===== src/rtl/hazard_forward_unit.sv =====
// rtl/hazard_forward_unit.sv - parametrised hazard detection and operand forwarding unit
// Shadow pipe of issued destinations drives the ID stall and per-operand ID/EX forwarding selects.
module hazard_forward_unit #(
  parameter int AW        = 5,
  parameter int DEPTH     = 4,
  parameter int NUM_SRC   = 2,
  parameter int SW        = 3,
  parameter int RF_BYPASS = 1,
  parameter int CNT_W     = 32
) (
  input  logic                  clk,
  input  logic                  rst,
  input  logic                  id_valid,
  input  logic                  id_kill,
  input  logic                  id_wen,
  input  logic [AW-1:0]         id_dest,
  input  logic [SW-1:0]         id_rdy,
  input  logic [NUM_SRC*AW-1:0] id_src,
  input  logic [NUM_SRC-1:0]    id_src_use,
  input  logic [NUM_SRC-1:0]    id_src_early,
  output logic                  stall,
  output logic [NUM_SRC*SW-1:0] fwd_id_sel,
  output logic [NUM_SRC*SW-1:0] fwd_ex_sel,
  output logic [CNT_W-1:0]      stall_cnt
);

  logic                  valid_q [1:DEPTH];
  logic                  wen_q   [1:DEPTH];
  logic [AW-1:0]         dest_q  [1:DEPTH];
  logic [SW-1:0]         rdy_q   [1:DEPTH];
  logic [NUM_SRC*AW-1:0] src_q;
  logic [NUM_SRC-1:0]    use_q;
  logic [CNT_W-1:0]      stall_cnt_q;
  logic [CNT_W-1:0]      stall_cnt_d;
  logic                  issue_d;
  logic                  stall_raw;

  always_comb begin
    logic [SW-1:0] id_k;
    logic [SW-1:0] id_r;
    logic [SW-1:0] ex_k;
    logic [AW-1:0] a;
    logic [AW-1:0] b;
    stall_raw  = 1'b0;
    fwd_id_sel = '0;
    fwd_ex_sel = '0;
    id_k       = '0;
    id_r       = '0;
    ex_k       = '0;
    a          = '0;
    b          = '0;
    for (int i = 0; i < NUM_SRC; i++) begin
      a    = id_src[i*AW +: AW];
      b    = src_q[i*AW +: AW];
      id_k = '0;
      id_r = '0;
      ex_k = '0;
      // Scan oldest to youngest so the youngest match is the one left standing.
      for (int k = DEPTH; k >= 1; k--) begin
        if (valid_q[k] && wen_q[k] && dest_q[k] == a && a != '0) begin
          id_k = SW'(k);
          id_r = rdy_q[k];
        end
      end
      for (int k = DEPTH; k >= 2; k--) begin
        if (valid_q[k] && wen_q[k] && dest_q[k] == b && b != '0) begin
          ex_k = SW'(k);
        end
      end
      if (id_src_use[i] && id_k != '0) begin
        if (id_src_early[i]) begin
          if (id_k > id_r) begin
            fwd_id_sel[i*SW +: SW] = (RF_BYPASS != 0 && id_k == SW'(DEPTH)) ? '0 : id_k;
          end else begin
            stall_raw = 1'b1;
          end
        end else if (id_k < id_r) begin
          stall_raw = 1'b1;
        end
      end
      if (valid_q[1] && use_q[i] && ex_k != '0) begin
        fwd_ex_sel[i*SW +: SW] = (RF_BYPASS != 0 && ex_k == SW'(DEPTH)) ? '0 : ex_k;
      end
    end
  end

  assign stall       = stall_raw & id_valid & ~id_kill;
  assign issue_d     = id_valid & ~id_kill & ~stall;
  assign stall_cnt_d = (stall && stall_cnt_q != '1) ? stall_cnt_q + CNT_W'(1) : stall_cnt_q;
  assign stall_cnt   = stall_cnt_q;

  always_ff @(posedge clk) begin
    if (rst) begin
      for (int k = 1; k <= DEPTH; k++) begin
        valid_q[k] <= 1'b0;
      end
      stall_cnt_q <= '0;
    end else begin
      valid_q[1] <= issue_d;
      wen_q[1]   <= id_wen;
      dest_q[1]  <= id_dest;
      rdy_q[1]   <= id_rdy;
      src_q      <= id_src;
      use_q      <= id_src_use;
      for (int k = 2; k <= DEPTH; k++) begin
        valid_q[k] <= valid_q[k-1];
        wen_q[k]   <= wen_q[k-1];
        dest_q[k]  <= dest_q[k-1];
        rdy_q[k]   <= rdy_q[k-1];
      end
      stall_cnt_q <= stall_cnt_d;
    end
  end

endmodule


===== config.mk =====
export PLATFORM = sky130hd
export DESIGN_NAME = hazard_forward_unit
export DESIGN_NICKNAME = d
export VERILOG_FILES = /design/src/rtl/hazard_forward_unit.sv
export SDC_FILE = /design/constraint.sdc
export NUM_CORES = 1
export LEC_CHECK = 0
export ABC_AREA = 1
export ABC_CLOCK_PERIOD_IN_PS = 4900
export BUFFER_PORTS_ARGS = -buffer_cell sky130_fd_sc_hd__buf_4
export CORE_MARGIN = 1.5
export CORE_UTILIZATION = 42
export CTS_CLUSTER_SIZE = 10
export DETAILED_ROUTE_END_ITERATION = 16
export PLACE_DENSITY = 0.71
export SYNTH_ARGS = -nofsm -noshare
export SYNTH_HDL_FRONTEND = slang
export SYNTH_SLANG_ARGS = --single-unit

===== constraint.sdc =====
create_clock -name clk -period 4.9 [get_ports clk]
set_clock_uncertainty 0.2 [all_clocks]
set_input_delay 0.245 -clock clk [delete_from_list [all_inputs] [get_ports clk]]
set_output_delay 0.245 -clock clk [all_outputs]
set_load 0.02 [all_outputs]

Word level (Yosys, flattened, before mapping)
Memories as Yosys holds them, arrays and structs flattened.
Cells that the tools add are included.
W data, S select, Z words.
{"block": "classes", "n_addsub": 1, "magnitude_cmp": 4, "n_eq_ne": 19, "mux": 49, "n_bitwise": 10, "reduce_logical": 47}
{"cell": "$mux W3", "count": 34}
{"cell": "$eq A5 B5 Y1", "count": 14}
{"cell": "$logic_and A1 B1 Y1", "count": 39}
{"cell": "$add A32 B1 Y32 const B", "count": 1}
{"cell": "$ne A32 B32 Y1 const B", "count": 1}
{"cell": "$reduce_bool A5 Y1", "count": 4}
{"cell": "$mux W1", "count": 15}
{"cell": "$eq A3 B3 Y1 const B", "count": 4}
{"cell": "$reduce_bool A3 Y1", "count": 4}
{"cell": "$gt A3 B3 Y1", "count": 2}
{"cell": "$lt A3 B3 Y1", "count": 2}
{"cell": "$and A1 B1 Y1", "count": 4}
{"cell": "$or A1 B1 Y1", "count": 4}
{"cell": "$not A1 Y1", "count": 2}
{"block": "word_totals", "ff_bits": 44, "ramBits": 40, "output_inout_bits": 45, "wordCells": 137, "memories": 4}
{"name": "dest_q", "words": 4, "word_bits": 5, "rd": 4, "rd_clocked_by_memory_dff": 0, "wr": 4, "line": "29", "rtl": "logic [AW-1:0] dest_q [1:DEPTH];"}
{"name": "rdy_q", "words": 4, "word_bits": 3, "rd": 4, "rd_clocked_by_memory_dff": 0, "wr": 4, "line": "30", "rtl": "logic [SW-1:0] rdy_q [1:DEPTH];"}
{"name": "valid_q", "words": 4, "word_bits": 1, "rd": 4, "rd_clocked_by_memory_dff": 0, "wr": 4, "line": "27", "rtl": "logic valid_q [1:DEPTH];"}
{"name": "wen_q", "words": 4, "word_bits": 1, "rd": 4, "rd_clocked_by_memory_dff": 0, "wr": 4, "line": "28", "rtl": "logic wen_q [1:DEPTH];"}

Logic depth before layout (Yosys ltp)
{"block": "logic_depth", "depth_word": 19, "depth_mapped": 22, "mapped_depth_nobuf": 21}

Least setup slack after synthesis
OpenSTA, ideal clock, no wires.
{"block": "synth_path", "path_kind": "flip-flop to output port", "start": "register dest_q[0][19] (netlist name)", "end": "output port fwd_id_sel[1]", "arrival_time_ns": 2.617, "required_ns": 4.455, "path_slack_ns": 1.838, "stages_incl_launch_ff": 16, "cell_sequence": "edfxtp_1 inv_1 nand2_1 nand2_1 nand3_1 nor2_2 inv_1 nor2_1 nand2_1 a21oi_1 a221oi_1 ha_1 nand2_1 o21ai_0 nand3_1 nor4_1"}
{"item": "end: declaration", "line": "22", "rtl": "output logic [NUM_SRC*SW-1:0] fwd_id_sel,"}

Worst setup path after layout
{"block": "layout_path", "start": "input port id_src[2]", "end": "output port stall"}
{"block": "layout_via", "elab_chain_cells": 16, "elab_cells_between_ends": 35, "cone_classes": "order compare (2); eq/ne (4); mux (16); bitwise (2); reduce/logical (11)"}
{"item": "start: declaration", "line": "18", "rtl": "input logic [NUM_SRC*AW-1:0] id_src,"}
{"item": "$eq A5 B5 Y1", "line": "60", "rtl": "if (valid_q[k] && wen_q[k] && dest_q[k] == a && a != '0) begin"}
{"item": "$logic_and A1 B1 Y1 (2 in series)", "line": "60"}
{"item": "$mux W3 (4 in series)", "line": "60"}
{"item": "$lt A3 B3 Y1 / $gt A3 B3 Y1 (equally long branches)", "line": "77, 72"}
{"item": "$mux W1 (on tied branches)", "line": "77, 72"}
{"item": "$mux W1", "line": "71", "rtl": "if (id_src_early[i]) begin"}
{"item": "$mux W1 (*)", "line": "70", "rtl": "if (id_src_use[i] && id_k != '0) begin"}
{"item": "$mux W1 (on tied branches)", "line": "77, 72"}
{"item": "$mux W1", "line": "71"}
{"item": "$mux W1 (*)", "line": "70"}
{"item": "$and A1 B1 Y1 (*) (2 in series)", "line": "87", "rtl": "assign stall = stall_raw & id_valid & ~id_kill;"}
{"item": "end: declaration", "line": "21", "rtl": "output logic stall,"}
Mark *: on every way between the ends. The rest lies on a longest branch, timed or not.

==> run summary <==
Outcome -> completed
Maximum operating frequency -> 246 MHz
Total number of vias -> 5068
Die height -> 115 µm
Sequential fraction of the synthesis area -> 0.409
Max Slew Vio Count -> 0
Final hold violations -> 0
GR Overflow Total -> 0
XOR/XNOR Fraction of Synth Area -> 0.0613
Sum Neg Setup Slack -> 0 ns
Post-synthesis adder-cell area fraction -> 0.0166
Worst slew margin -> 0.282
Critical path class -> in2out
CP most frequent cell -> nand2_1
EDFF count, synth -> 48
Unrepaired setup endpoints after global routing -> no
Peak supply drop -> 161 µV
M1 WL -> 6.30 mm
Met2 wire length -> 7.02 mm
Max Cap Viol -> 0
Layout Nets -> 833
CTS resizes -> 0
CP delay by family, top -> simple AND/OR/NAND/NOR gates
DRT iter0 DRCs -> 491
Latest clock arrival within the worst-skew pair -> 0.35 ns
Initial Utilization -> 0.435
Clk sink count -> 84
Placed cell count -> 934
DRT antenna net count -> 0
Vias in the first global route -> 4774
GPL Wtd Cong -> 0.947
Leak -> 0.00273 µW
Layout cell share with drive strength beyond 1 -> 0.137
Tmin final -> 4.06 ns
Setup violators final -> 0
DR WL met3 -> 899 µm
CP Max Fanout -> 35
Largest net degree at the start of global routing -> 51
PnR Total Power -> 1680 µW
H-tree level count -> 3
Most used DFF post-synth -> edfxtp_1
Wire per inst -> 15.0 µm
Top Metal Used -> met4
Ant. Diodes -> 0
Tot GR Track Use -> 0.233
Worst path slowest cell -> dlygate4sd3_1
Crit path cell chain -> dlygate4sd3_1, buf_4, inv_2, nand2_1, nand2_1, nor2_1, nand2_1, nor2_4, nor2_2, inv_1, nor2_1, a221oi_1, ha_1, a21oi_1, o21ai_0, o21ai_0, nand3_2, nand2_4, nand2_1, inv_1, buf_4
Detailed Place HPWL -> 10.5 mm
Antenna violations before repair -> 0
Fin cells -> 972
DRC Markers -> 0
Yosys reg bits -> 84
Clk buf depth -> 2
CP Capture Type -> output port
Die width -> 115 µm
Post-synthesis to final-layout area growth -> 20.9%
Worst Tran Pin Value -> 1.08 ns
Site row count -> 40
Fillers -> 1157
Post-Syn Instances -> 718
Combinational family with the most area after synthesis -> simple AND/OR/NAND/NOR gates
Routed WL -> 14.6 mm
Post-Synthesis Cell Area -> 5290 µm²
Drt via density -> 5.21
CTS Buf Count -> 9
Final period util -> 0.829
Max incr delay on CP -> 0.53 ns
Mux cell area share after synthesis -> 0
Worst path required time -> 4.45 ns
Library cells used by synthesis -> 37
# IOs -> 72
PortBufs -> 67
Min-Delay Path Class -> in2reg
Compound-Gate Fraction of Synth Area -> 0.0693
Syn_area_per_cell -> 7.36 µm²
Synth Area in Simple Gates -> 0.352
Buffers & Inverters on Critical Path -> 6
DRT Pass-1 Iters -> 5
Die ar. -> 13300 µm²
First-pass GRT wire length -> 23.9 mm
YS warnings -> 0
Worst setup SP type -> input pin
Core area -> 12200 µm²
Share of flip-flops with an asynchronous set or reset -> 0
Worst-path clk slew -> 0.06 ns
CTS root buf -> clkbuf_16
Pwr dens -> 262 nW/µm²
CTS tree -> done
Arrival time at the worst endpoint -> 3.62 ns
## per-stage QoR
stage	worst slack, ns	area, µm²	hold WS (ns)	utilization
after global routing	0.520	6390	0.0214	0.526
final	0.837	6390	0.0147	0.526
after CTS	0.853	6390	0.00541	0.526
after global placement	1.17	5860	0.211	0.482
after detailed placement	1.09	5860	0.217	0.482
after floorplan	1.84	5300	0.124	-
## cell usage after synthesis, types with 2 or more instances
library cell  instances  area (µm²)
a21oi_1              44         220
a221oi_1              2        17.5
buf_2                 5        25.0
buf_4                 8        60.1
buf_6                 5        56.3
clkbuf_1              5        18.8
dfxtp_1              36         721
edfxtp_1             48        1440
ha_1                  7        87.6
inv_1                77         289
inv_2                 9        33.8
nand2_1             204         766
nand3_1              34         170
nand3_2               4        40.0
nand3b_1              6        45.0
nand4_1              42         263
nor2_1               81         304
nor2_2                5        31.3
nor2_4                3        33.8
nor3_1               23         115
nor4_1                6        37.5
o21ai_0              10        50.1
o22ai_1               5        31.3
xnor2_1              12         105
xor2_1               25         219
## power by group
group | total (µW) | internal, µW | switching, µW
Sequential | 813 | 781 | 32.6
Clock | 721 | 426 | 295
Combinational | 144 | 57.1 | 86.6
## cell type report
type                            count  area, µm²  share of cell area
Clock buffer                       11        254              0.0397
Inverter                           86        323              0.0505
Multi-Input combinational cell    528       2660               0.415
Timing Repair Buffer               90        731               0.114
Clock inverter                      5       58.8             0.00920
Tap cell                          168        210              0.0329
Sequential cell                    84       2160               0.338
## kinds of logic (layout without fill, tap and decap cells)
kind of cell	Yosys count	count (layout)
adder cells (fa/ha/maj)	7	7
other	1	4
XOR/XNOR	37	37
AO/OA/AOI/OAI	67	67
buffers and inverters	109	192
flip-flops	84	84
AND/OR/NAND/NOR	413	413
## routing by layer
metal  GRT usage  vias up
met5           0        -
met4      0.0971        0
met3      0.0517       32
met2       0.385      187
met1       0.296     2321
li1            -     2528
## layout by cell type (no fill, tap or decap), types with 2 or more instances in the layout
| cell type | count |
|---|---|
| nand2_1 | 204 |
| nor2_1 | 80 |
| inv_1 | 76 |
| buf_4 | 68 |
| edfxtp_1 | 48 |
| a21oi_1 | 44 |
| nand4_1 | 42 |
| dfxtp_1 | 36 |
| nand3_1 | 34 |
| xor2_1 | 25 |
| nor3_1 | 23 |
| dlygate4sd3_1 | 22 |
| xnor2_1 | 12 |
| o21ai_0 | 10 |
| inv_2 | 10 |
| clkbuf_16 | 10 |
| ha_1 | 7 |
| nor4_1 | 6 |
| nor2_2 | 6 |
| nand3b_1 | 6 |
| o22ai_1 | 5 |
| nand3_2 | 4 |
| conb_1 | 4 |
| nor2_4 | 3 |
| a221oi_1 | 2 |
| clkinvlp_4 | 2 |
## state kept, by name, indices dropped and copies added, names as in the netlist
name       count
dest_q        20
valid_q        4
use_q          2
src_q         10
stall_cnt     32
wen_q          4
rdy_q         12
## repair_timing
action | 4_1_cts | 5_1_grt
hold buffers | 22 | 0
setup buffers | 0 | 0
hold endpoints to repair | 22 | 0
## worst reg2reg max path: cells and delay by family, from the launching register on
family,cells,cell delay [ns]
AO/OA/AOI/OAI,6,0.98
adder cells (fa/ha/maj),1,0.32
buffers and inverters,1,0.09
AND/OR/NAND/NOR,9,1.71
flip-flops,1,0.45
## final timing paths
kind | depth (start not counted) | startpoint | endpoint | slack [ns]
worst max register to register | 17 | valid_q[0][1]$_SDFF_PP0_ | stall_cnt[29]$_SDFFE_PP0P_ | 1.03
worst min-delay path | 3 | id_valid | valid_q[0][1]$_SDFF_PP0_ | 0.01
worst max-delay path | 21 | id_src[2] | stall | 0.84
worst min register to register | 2 | valid_q[0][2]$_SDFF_PP0_ | valid_q[0][3]$_SDFF_PP0_ | 0.23
Power figures use the tool's default switching activity.
